### src/rtl/cm0_pmu_cdc_req_tx.sv
// cm0_pmu_cdc_req_tx: source end of a 4-phase req/ack CDC handshake with synchronised ack.
// Optional one-entry pending buffer enabled by CM0_PMU_CDC_REQ_QUEUE_EN.
module cm0_pmu_cdc_req_tx #(
  parameter int DW       = 8,
  parameter int ACK_SYNC = 2
) (
  input  logic          SRCCLK,
  input  logic          SRCRESETn,
  input  logic          SRCREQ,
  input  logic [DW-1:0] SRCDATA,
  output logic          SRCFULL,
  output logic          SRCDONE,
  output logic          CDCREQ,
  output logic [DW-1:0] CDCDATA,
  input  logic          CDCACK
);
  typedef enum logic [1:0] {IDLE, WAITACK, WAITREL} state_e;
  state_e state_q, state_d;
  logic [ACK_SYNC-1:0] ack_sync_q;
  logic ack_s, idle_rdy, launch, req_d, done_d;
  logic [DW-1:0] launch_data, data_d;
  always_ff @(posedge SRCCLK or negedge SRCRESETn)
    if (!SRCRESETn) ack_sync_q <= '0;
    else ack_sync_q <= {ack_sync_q[ACK_SYNC-2:0], CDCACK};
  assign ack_s    = ack_sync_q[ACK_SYNC-1];
  assign idle_rdy = (state_q == IDLE) && !ack_s;
`ifdef CM0_PMU_CDC_REQ_QUEUE_EN
  logic pend_v_q, pend_v_d;
  logic [DW-1:0] pend_data_q, pend_data_d;
  // A buffered request always launches ahead of a new strobe, which then refills the buffer.
  assign launch      = idle_rdy && (SRCREQ || pend_v_q);
  assign launch_data = pend_v_q ? pend_data_q : SRCDATA;
  assign SRCFULL     = pend_v_q && !idle_rdy;
  assign pend_v_d    = idle_rdy ? (pend_v_q && SRCREQ) : (pend_v_q || SRCREQ);
  assign pend_data_d = (SRCREQ && (pend_v_q == idle_rdy)) ? SRCDATA : pend_data_q;
  always_ff @(posedge SRCCLK or negedge SRCRESETn)
    if (!SRCRESETn) begin
      pend_v_q    <= 1'b0;
      pend_data_q <= '0;
    end else begin
      pend_v_q    <= pend_v_d;
      pend_data_q <= pend_data_d;
    end
`else
  assign launch      = idle_rdy && SRCREQ;
  assign launch_data = SRCDATA;
  assign SRCFULL     = (state_q != IDLE) || ack_s;
`endif
  always_ff @(posedge SRCCLK or negedge SRCRESETn)
    if (!SRCRESETn) state_q <= IDLE;
    else state_q <= state_d;
  always_comb begin
    state_d = launch                          ? WAITACK :
              (state_q == WAITACK && ack_s)   ? WAITREL :
              (state_q == WAITREL && !ack_s)  ? IDLE    : state_q;
  end
  always_comb begin
    req_d  = (state_d == WAITACK);
    data_d = launch ? launch_data : CDCDATA;
    done_d = (state_q == WAITREL) && !ack_s;
  end
  always_ff @(posedge SRCCLK or negedge SRCRESETn)
    if (!SRCRESETn) begin
      CDCREQ  <= 1'b0;
      CDCDATA <= '0;
      SRCDONE <= 1'b0;
    end else begin
      CDCREQ  <= req_d;
      CDCDATA <= data_d;
      SRCDONE <= done_d;
    end
endmodule
### config.mk
export PLATFORM = sky130hd
export DESIGN_NAME = cm0_pmu_cdc_req_tx
export DESIGN_NICKNAME = d
export VERILOG_FILES = /design/src/rtl/cm0_pmu_cdc_req_tx.sv
export SDC_FILE = /design/constraint.sdc
export NUM_CORES = 1
export LEC_CHECK = 0
export ABC_AREA = 1
export CAP_MARGIN = 20
export CORE_MARGIN = 2
export CORE_UTILIZATION = 38
export CTS_BUF_LIST = sky130_fd_sc_hd__clkbuf_4
export DETAILED_ROUTE_END_ITERATION = 10
export GPL_ROUTABILITY_DRIVEN = 1
export HOLD_SLACK_MARGIN = 0.12
export MAX_ROUTING_LAYER = met4
export PLACE_DENSITY = 0.84
export SYNTH_ARGS = -nofsm -noshare
export SYNTH_HDL_FRONTEND = slang
export SYNTH_SLANG_ARGS = --single-unit
### constraint.sdc
create_clock -name SRCCLK -period 0.91 [get_ports SRCCLK]
set_input_delay 0.1365 -clock SRCCLK [delete_from_list [all_inputs] [get_ports SRCCLK]]
set_output_delay 0.1365 -clock SRCCLK [all_outputs]
set_load 0.01 [all_outputs]
Word-level counts from Yosys, hierarchy flattened
Index checks and enable logic that the tools add are counted.
{"block": "op_classes", "addsub": 0, "shifts": 0, "bitwise": 0, "mux": 3, "n_eq_ne": 3, "div": 0, "multipliers": 0, "magnitude_cmp": 0, "n_reduce_logical": 8}
{"cell": "$mux W2", "count": 3}
{"cell": "$eq A2 B1 Y1 const B", "count": 2}
{"cell": "$logic_and A1 B1 Y1", "count": 4}
{"cell": "$eq A2 B2 Y1 const B", "count": 1}
{"cell": "$logic_not A2 Y1", "count": 1}
{"cell": "$reduce_bool A2 Y1", "count": 1}
{"cell": "$logic_not A1 Y1", "count": 1}
{"cell": "$logic_or A1 B1 Y1", "count": 1}
{"block": "word_totals", "n_memories": 0, "romBits": 0, "mem_bits_rw": 0, "latch_bits": 0, "reg_bits": 14, "elab_cells": 19}

Depth between registers and ports, before layout
Gate-level depths: netlist of the first run.
{"block": "logic_depth", "ltp_word": 6, "mapped_depth": 4}

Worst setup path before layout of the first run
Ideal clock, no wire load.
{"block": "synth_timing", "path_type": "register to register", "from": "register state_q[0]", "to": "register CDCDATA[0]", "period_less_slack_ps": 933, "t_arrival_ps": 816, "path_slack_ps": -23, "stages_incl_launch_ff": 5, "cell_sequence": "dfrtp_1 > nor2_2 > nand3_2 > nand2_1 > nand2_1"}
{"block": "synth_between", "elab_chain_cells": 3}
{"item": "start: declaration", "line": "18", "text": "state_e state_q, state_d;"}
{"item": "start signal: assignment", "line": "51", "text": "else state_q <= state_d;"}
{"item": "$logic_not A2 Y1", "line": "26", "text": "assign idle_rdy = (state_q == IDLE) && !ack_s;"}
{"item": "$logic_and A1 B1 Y1", "line": "26"}
{"item": "$logic_and A1 B1 Y1", "line": "45", "text": "assign launch = idle_rdy && SRCREQ;"}
{"item": "end signal: assignment", "line": "69", "text": "CDCDATA <= data_d;"}
{"item": "end: declaration", "line": "14", "text": "output logic [DW-1:0] CDCDATA,"}
No other way between the ends.
A chain may end at the register's enable or synchronous reset.

Worst setup path after layout of the first run
{"block": "layout_timing", "from": "register ack_sync_q[1]", "to": "output SRCFULL"}
{"block": "layout_between", "elab_chain_cells": 1}
{"item": "start: declaration", "line": "19", "text": "logic [ACK_SYNC-1:0] ack_sync_q;"}
{"item": "start signal: assignment", "line": "24", "text": "else ack_sync_q <= {ack_sync_q[ACK_SYNC-2:0], CDCACK};"}
{"item": "$logic_or A1 B1 Y1", "line": "47", "text": "assign SRCFULL = (state_q != IDLE) || ack_s;"}
{"item": "end: declaration", "line": "11", "text": "output logic SRCFULL,"}
No other way between the ends.

==> impl_metrics.py, run 1 <==
metrics = {
    "worst_setup_path": {
        "ff2ff_path_depth": 6,
        "max_stage_delay_ns": 0.39,
        "arrival_ns": 1.00,
        "start_kind": "register",
        "slowest_stage": "dfrtp_1",
        "crit_type": "register to primary output",
        "r2r_end": "CDCDATA[4]",
        "worstPathMaxFanout": 2,
        "end_kind": "primary output",
        "crit_path_cell_trace": "nor2_2 -> nand2_1 -> buf_2",
        "crit_required_ns": 0.77,
        "r2r_start": "ack_sync_q[1]",
        "rrSetupSlack_ns": -0.22,
    },
    "placed_design": {
        "dp.cells": 95,
        "preCtsSetupSlack_ns": -0.249,
        "placed_cell_area_um2": 821,
        "port_buffers": 22,
        "hpwl_um": 906,
        "gp_congestion": 0.797,
    },
    "global_routing": {
        "gr-usage-met3": 0.0435,
        "grt-ovfl-total": 0,
        "groute.usage.overall": 0.166,
        "grt_pass1_wl_um": 2030,
        "grt_antenna_before_repair": 0,
        "grt_use_met1": 0.166,
        "use_met2": 0.297,
        "busiest_layer": "met2",
        "grt_pass1_vias": 466,
        "grt_start_max_net_pins": 15,
    },
    "cells_and_area": {
        "final_cell_count_no_fill": 109,
        "drive_gt1_frac": 0.426,
        "final_common_cell": "nand2_1",
        "ff_latch_area_um2": 350,
        "syn_to_final_growth_pct": 67.0,
        "finalInstanceArea_um2": 911,
        "layout_common_cells": "15 x nand2_1, 14 x dfrtp_1, 13 x buf_4, 11 x clkdlybuf4s50_1, 11 x buf_2",
        "num_antenna_cells": 0,
        "final_nets": 107,
        "multiInputGateArea_um2": 196,
        "fill_cells": 99,
    },
    "power_and_ir_drop": {
        "seq_power_share": 0.375,
        "finalPower_w": 0.00262,
        "switchingPower_w": 0.000973,
        "vdd.ir_drop.worst_mv": 1.35,
        "power_frac_clock": 0.137,
        "power_density_nw_per_um2": 2880,
        "power_frac_comb": 0.487,
        "swShare": 0.371,
        "power.leakage_nw": 0.476,
        "intPower_w": 0.00165,
    },
    "clock_tree": {
        "cts_hold_buf": 0,
        "clock-sinks": 14,
        "cts-buffers-inserted": 3,
        "clk_pin_slew_ns": 0.09,
        "cts_tree": "yes",
        "cts.path.max_buffers": 2,
        "cts_root_buf": "clkbuf_4",
        "clk_latency_ns": 0.28,
        "ctsHtreeMaxLevel": 1,
    },
    "floorplan": {
        "start_util": 0.414,
        "die_x_um": 41.9,
        "die_h_um": 41.9,
        "boundaryPins": 23,
        "die_area_um2": 1750,
        "fp-row-count": 13,
        "core_area_um2": 1320,
    },
    "timing": {
        "rsz0062_at_grt": "true",
        "fin_ws_ns": -0.227,
        "final_hold_viol_count": 0,
        "max_freq_mhz": 880,
        "timing.final.crit_share": 1.25,
        "slew_violations": 0,
        "setup_viol": 22,
        "post-route-min-period_ns": 1.14,
        "tightest_slew_ns": 0.215,
        "skew_ns": 0.00655,
        "maxSlewHeadroom": 0.856,
    },
    "synth": {
        "synthesis.area_um2": 546,
        "ys_ff_latch": 14,
        "synth_cells": 53,
        "ys_top_cells_by_area": "dfrtp_1 64%, nand2_1 13%, nand4_1 9.2%, buf_6 2.1%, inv_1 2.1%",
        "synth_area_leader_cell": "dfrtp_1",
        "synthDistinctLibCells": 13,
        "synth_warnings": 0,
        "syn_avg_cell_area_um2": 10.3,
        "syn_nets": 65,
        "netlist.area_leader.share": 0.642,
        "synth-seq-area-share": 0.642,
    },
    "status": {
        "run_status": "complete, but fails checks",
        "violations": "setup timing",
    },
    "route": {
        "wl_per_cell_um": 13.6,
        "wirelength_um": 1490,
        "drtAntennaViolNets": 0,
        "num_vias": 548,
        "dr.pass1.iters": 4,
        "post-route-drc-count": 0,
        "drt_iter0_drc": 8,
        "via_per_inst": 5.03,
    },
    "hold_path": {
        "hold_path_class": "input pin to asynchronous set/reset pin",
    },
    "job": {
        "maxCapViolCount": 0,
    },
}
[synth_stat cells (all sizes together)]
| master | count |
|---|---|
| a21oi | 1 |
| buf | 3 |
| dfrtp | 14 |
| inv | 3 |
| nand2 | 19 |
| nand3 | 1 |
| nand4 | 8 |
| nor2 | 1 |
| nor3 | 1 |
| o211ai | 1 |
| o21ai | 1 |
[layout make-up]
cell class / instances / area share
flip-flops and latches: 14 / 0.385
repair buffers: 39 / 0.338
multi-input cells: 34 / 0.216
clock buffers: 3 / 0.0247
well taps: 15 / 0.0206
inverters: 3 / 0.0124
clock inverters: 1 / 0.00412
[power by group through the flow]
stage	Combinational [W]	Sequential, W	Clock [W]
floorplan	0.000378	0.00108	0
CTS	0.000957	0.000985	0.000376
detailed placement	0.00113	0.00100	0
finish	0.00128	0.000985	0.000361
global route	0.00139	0.00102	0.000397
global placement	0.00110	0.000973	0
[worst max-delay path by stage]
| stage | cells after the start | endpoint | from | slack, ns |
|---|---|---|---|---|
| after floorplan | 4 | CDCDATA[0] | ack_sync_q[1] | -0.01 |
| after global placement | 3 | SRCFULL | ack_sync_q[1] | -0.24 |
| after detailed placement | 3 | SRCFULL | ack_sync_q[1] | -0.25 |
| after CTS | 3 | SRCFULL | ack_sync_q[1] | -0.22 |
| after global routing | 6 | CDCDATA[7] | state_q[0] | -0.28 |
| final | 3 | SRCFULL | ack_sync_q[1] | -0.23 |
[worst max-delay path: cells and delay by family (launching register included)]
family                 cells  cell delay, ns
DFF                        1            0.39
and+or+nand+nor            2            0.19
buffers and inverters      1            0.13
[state kept, by name, indices dropped and copies added (netlist names)]
register / flops
CDCDATA: 8
ack_sync_q: 2
state_q: 2
CDCREQ: 1
SRCDONE: 1
[per-layer routing]
layer | up-vias | wire length, µm
li1 | 266 | -
met1 | 259 | 575
met2 | 21 | 798
met3 | 2 | 92
met4 | 0 | 21
met5 | - | 0
[logic make-up (layout without fill, tap and decap cells)]
kind of cell / Yosys count / after routing / share of synthesized area
AND/OR/NAND/NOR: 30 / 31 / 0.261
flip-flops: 14 / 14 / 0.642
buffers and inverters: 6 / 46 / 0.0642
AO/OA/AOI/OAI: 3 / 3 / 0.0321
[timing repair]
item | CTS | global route
setup buffers | 1 | 8
setup endpoints to repair | 20 | 22
pin swaps | 0 | 1
gates resized for setup | 45 | 13
gates cloned | 0 | 1
[per-stage QoR]
stage          setup TNS [ns]  utilization  hold WS [ns]
3_5_place_dp            -3.18        0.623         0.350
4_1_cts                 -1.95        0.613         0.149
5_1_grt                 -3.55        0.691         0.169
6_report                -2.43        0.691         0.149
2_1_floorplan          -0.105            -        -0.159
3_3_place_gp            -2.85        0.623         0.348
(Power assumes the default switching activity.)
==> inputs of run 2 (changes only) <==
clock period = 1 ns   (was 0.91 ns; I/O delays follow)
==> run 2 against run 1 <==
  * The run still ends with setup timing left
  * Wire length decreased by 15%
  * Die area stayed put
  * Count of clock-buffer cells in the layout unchanged
  * Non-clock buffer count shrank 6
  * Sequential power shrank 10%
  * Critical path type unchanged
==> impl_metrics.py, run 2 (synthesis results as in run 1) <==
metrics = {
    "timing": {
        "rsz0062_at_grt": "true",
        "tns_ns": -0.734,
        "timing.final.crit_share": 1.14,
        "setup_viol": 9,
        "skew_ns": 0.00380,
        "post-route-min-period_ns": 1.14,
        "maxSlewHeadroom": 0.873,
        "tightest_slew_ns": 0.188,
        "final_hold_viol_count": 0,
        "fin_ws_ns": -0.137,
        "slew_violations": 0,
        "max_freq_mhz": 879,
    },
    "floorplan": {
        "die_h_um": 41.9,
        "fp-row-count": 13,
        "die_area_um2": 1750,
        "die_x_um": 41.9,
        "start_util": 0.414,
        "boundaryPins": 23,
        "core_area_um2": 1320,
    },
    "worst_setup_path": {
        "path_buf_inv": 1,
        "worstPathMaxFanout": 2,
        "start_kind": "register",
        "crit_family": "flip-flops",
        "end_kind": "primary output",
        "arrival_ns": 0.99,
        "max_stage_delay_ns": 0.39,
        "crit_required_ns": 0.85,
        "slowest_stage": "dfrtp_1",
        "crit_path_cell_trace": "nor2_2 -> nand2_1 -> buf_2",
        "crit_type": "register to primary output",
    },
    "placed_design": {
        "gp_congestion": 0.700,
        "port_buffers": 22,
        "placed_cell_area_um2": 813,
        "hpwl_um": 920,
        "dp.cells": 94,
    },
    "route": {
        "drt-met1-wl_um": 519,
        "post-route-drc-count": 0,
        "routed-wl-met3_um": 55,
        "met2WireLength_um": 686,
        "via_per_inst": 4.89,
        "drt_iter0_drc": 8,
        "drtAntennaViolNets": 0,
        "wl_per_cell_um": 12.4,
        "wirelength_um": 1270,
        "num_vias": 499,
        "top_layer": "met4",
        "dr.pass1.iters": 4,
    },
    "cells_and_area": {
        "reg_top3": "CDCDATA (8), ack_sync_q (2), state_q (2)",
        "ff_latch_area_um2": 350,
        "multiInputGateArea_um2": 168,
        "layout_common_cells": "19 x nand2_1, 14 x dfrtp_1, 11 x clkdlybuf4s50_1, 11 x buf_2, 11 x buf_4",
        "syn_to_final_growth_pct": 50.7,
        "final_nets": 100,
        "final_cell_count_no_fill": 102,
        "post-route-util": 0.624,
        "num_antenna_cells": 0,
        "largest_reg_flops": 8,
        "final_common_cell": "nand2_1",
        "regMostFlops": "CDCDATA",
        "drive_gt1_frac": 0.310,
        "finalInstanceArea_um2": 822,
        "fill_cells": 115,
    },
    "clock_tree": {
        "clk_pin_slew_ns": 0.08,
        "clock-sinks": 14,
        "cts.path.max_buffers": 2,
        "cts_tree": "yes",
        "cts_hold_buf": 0,
        "cts_root_buf": "clkbuf_4",
        "ctsHtreeMaxLevel": 1,
        "cts-buffers-inserted": 3,
        "clk_latency_ns": 0.27,
    },
    "status": {
        "violations": "setup timing",
        "run_status": "complete, but fails checks",
    },
    "power_and_ir_drop": {
        "power_density_nw_per_um2": 2580,
        "finalPower_w": 0.00212,
        "vdd.ir_drop.worst_mv": 1.31,
        "power.leakage_nw": 0.437,
    },
    "global_routing": {
        "grt-ovfl-total": 0,
        "grt_start_max_net_pins": 15,
        "grt_pass1_wl_um": 2130,
        "groute.usage.overall": 0.164,
        "grt_antenna_before_repair": 0,
        "grt_pass1_vias": 486,
    },
    "hold_path": {
        "hold_path_class": "input pin to asynchronous set/reset pin",
    },
    "job": {
        "maxCapViolCount": 0,
    },
}
-- run 2: cell types whose count changed in the layout (fill, tap and decap cells not counted), sizes merged --
| cell | delta |
|---|---|
| buf | -6 |
| nand3 | -1 |
-- run 2: where the power goes --
| part | switching (W) | internal, W |
|---|---|---|
| registers | 0.000104 | 0.000779 |
| logic | 0.000490 | 0.000430 |
| clock network | 0.000176 | 0.000144 |
| total | 0.000770 | 0.00135 |
-- run 2: what timing repair did --
item                       CTS  global route
gates resized for setup     45             0
setup endpoints to repair   20            10
pin swaps                    1             0
cloned                       0             0
buffers inserted             4             0
-- run 2: metrics by stage --
stage	worst slack [ns]	hold WS (ns)
4_1_cts	-0.152	0.171
5_1_grt	-0.189	0.193
3_3_place_gp	-0.175	0.336
3_5_place_dp	-0.191	0.347
2_1_floorplan	0.0668	-0.146
6_report	-0.137	0.170
-- run 2: final timing paths --
| path | cells after the start | endpoint | slack (ns) | from |
|---|---|---|---|---|
| min | 2 | CDCDATA[7] | 0.17 | SRCRESETn |
| max reg2reg | 5 | CDCDATA[6] | -0.09 | ack_sync_q[1] |
| max in group asynchronous | 2 | ack_sync_q[0] | 0.66 | SRCRESETn |
| max | 3 | SRCFULL | -0.14 | ack_sync_q[1] |
| min in group SRCCLK | 1 | ack_sync_q[0] | 0.31 | CDCACK |
| min reg2reg | 0 | ack_sync_q[1] | 0.36 | ack_sync_q[0] |
-- run 2: routing by layer --
metal	track usage	vias to the layer above
met3	0.0261	2
met5	-	-
met4	0.0774	0
li1	-	244
met2	0.275	15
met1	0.192	238
-- run 2: final cells by class --
cell class | count | area share
Timing Repair Buffer | 33 | 0.301
Clock buffer | 3 | 0.0274
Inverter | 3 | 0.0137
Multi-Input combinational cell | 33 | 0.204
Clock inverter | 1 | 0.00457
Sequential cell | 14 | 0.426
Tap cell | 15 | 0.0228
==> inputs of run 3 (changes only) <==
CORE_ASPECT_RATIO = 0.8   (was default)
CORE_UTILIZATION = 30   (was 38)
CTS_BUF_LIST = default   (was sky130_fd_sc_hd__clkbuf_4)
PLACE_DENSITY = 0.7   (was 0.84)
==> run 3 against run 2 <==
  * The run still ends with setup timing left
  * Non-clock buffer count did not move
  * Cell count increased by 7.8%
  * Register-to-register slack better by 0.06 ns
  * Critical endpoint unchanged
==> impl_metrics.py, run 3 (synthesis results as in run 1) <==
metrics = {
    "timing": {
        "skew_ns": 0.000444,
        "timing.final.crit_share": 1.14,
        "fin_ws_ns": -0.141,
        "final_hold_viol_count": 0,
        "setup_viol": 9,
        "slew_violations": 0,
        "post-route-min-period_ns": 1.14,
        "max_freq_mhz": 877,
        "tightest_slew_ns": 0.287,
        "maxSlewHeadroom": 0.808,
        "rsz0062_at_grt": "true",
        "tns_ns": -0.326,
    },
    "worst_setup_path": {
        "end_kind": "primary output",
        "crit_required_ns": 0.85,
        "start_kind": "register",
        "max_stage_delay_ns": 0.39,
        "crit_type": "register to primary output",
        "crit_path_cell_trace": "nor2_2 -> nand2_1 -> buf_2",
        "worstPathMaxFanout": 2,
        "slowest_stage": "dfrtp_1",
        "arrival_ns": 0.99,
        "path_buf_inv": 1,
        "crit_family": "flip-flops",
    },
    "route": {
        "dr.pass1.iters": 4,
        "post-route-drc-count": 0,
        "via_per_inst": 4.44,
        "wirelength_um": 1230,
        "wl_per_cell_um": 11.2,
        "drt_iter0_drc": 14,
        "drtAntennaViolNets": 0,
        "num_vias": 488,
    },
    "floorplan": {
        "boundaryPins": 23,
        "core_area_um2": 1660,
        "die_x_um": 51.7,
        "start_util": 0.329,
        "die_area_um2": 2180,
        "die_h_um": 42.1,
        "fp-row-count": 13,
    },
    "global_routing": {
        "groute.usage.overall": 0.133,
        "grt-ovfl-total": 0,
        "grt_antenna_before_repair": 0,
        "grt_start_max_net_pins": 15,
        "grt_pass1_vias": 456,
        "grt_pass1_wl_um": 2070,
    },
    "clock_tree": {
        "cts-buffers-inserted": 3,
        "clk_latency_ns": 0.27,
        "cts_root_buf": "clkbuf_4",
        "clk_pin_slew_ns": 0.08,
        "clock-sinks": 14,
        "ctsHtreeMaxLevel": 1,
        "cts.path.max_buffers": 2,
        "cts_tree": "yes",
    },
    "power_and_ir_drop": {
        "power_density_nw_per_um2": 2580,
        "power.leakage_nw": 0.459,
        "vdd.ir_drop.worst_mv": 1.32,
    },
    "hold_path": {
        "hold_path_class": "input pin to asynchronous set/reset pin",
    },
    "cells_and_area": {
        "layout_common_cells": "19 x nand2_1, 14 x dfrtp_1, 11 x buf_2, 10 x clkdlybuf4s50_1, 10 x buf_4",
        "num_antenna_cells": 0,
        "post-route-util": 0.529,
        "largest_reg_flops": 8,
        "final_common_cell": "nand2_1",
        "regMostFlops": "CDCDATA",
        "fill_cells": 178,
        "drive_gt1_frac": 0.341,
        "final_nets": 101,
        "final_cell_count_no_fill": 110,
        "reg_top3": "CDCDATA (8), ack_sync_q (2), state_q (2)",
        "syn_to_final_growth_pct": 60.8,
    },
    "status": {
        "violations": "setup timing",
        "run_status": "complete, but fails checks",
    },
    "placed_design": {
        "hpwl_um": 809,
        "port_buffers": 22,
        "dp.cells": 101,
        "gp_congestion": 0.751,
    },
    "job": {
        "maxCapViolCount": 0,
    },
}
## run 3: cell types whose count changed in the layout (fill, tap and decap cells not counted), sizes merged
| cell | delta |
|---|---|
| nand3 | +1 |
| clkdlybuf4s50 | -1 |
| dlymetal6s2s | +1 |
| clkinv | -1 |
| clkbuf | +1 |
## run 3: layout make-up
type | instances | area (µm²) | share of cell area
timing repair buffer | 33 | 263 | 0.300
tap | 22 | 27.5 | 0.0314
multi-input combinational | 34 | 189 | 0.215
sequential | 14 | 350 | 0.399
clock buffer | 4 | 36.3 | 0.0414
inverter | 3 | 11.3 | 0.0128
## run 3: power by group
part / switching, W / internal [W] / total [W]
clock: 0.000172 / 0.000221 / 0.000393
sequential: 0.0000998 / 0.000779 / 0.000879
combinational: 0.000512 / 0.000478 / 0.000989
## run 3: metal layers
layer / wire [µm] / up-vias / global-route usage
met3: 93 / 0 / 0.0536
li1: - / 251 / -
met5: 0 / - / -
met2: 560 / 21 / 0.205
met1: 573 / 216 / 0.169
met4: 0 / 0 / 0.0158
## run 3: final timing paths
check | start | to | slack, ns | cells past startpoint
max reg2reg | ack_sync_q[1] | CDCDATA[3] | -0.03 | 5
min in group SRCCLK | SRCREQ | CDCDATA[0] | 0.29 | 3
min | SRCRESETn | ack_sync_q[0] | 0.18 | 2
max | ack_sync_q[1] | SRCFULL | -0.14 | 3
max in group asynchronous | SRCRESETn | CDCDATA[5] | 0.66 | 2
min reg2reg | ack_sync_q[0] | ack_sync_q[1] | 0.36 | 0
## run 3: what timing repair did
action	CTS	global route
setup buffers	6	0
gates cloned	1	0
endpoints found under the setup margin	20	13
hold buffers	0	0
resized for setup	49	1
pin swaps	1	0
## run 3: per-stage QoR
step	total power [W]	worst slack (ns)	hold WS (ns)	cell area, µm²
2_1_floorplan	0.00133	0.0668	-0.146	546
3_3_place_gp	0.00187	-0.177	0.336	822
3_5_place_dp	0.00188	-0.182	0.340	822
4_1_cts	0.00232	-0.156	0.176	890
5_1_grt	0.00246	-0.219	0.197	877
6_report	0.00226	-0.141	0.178	877
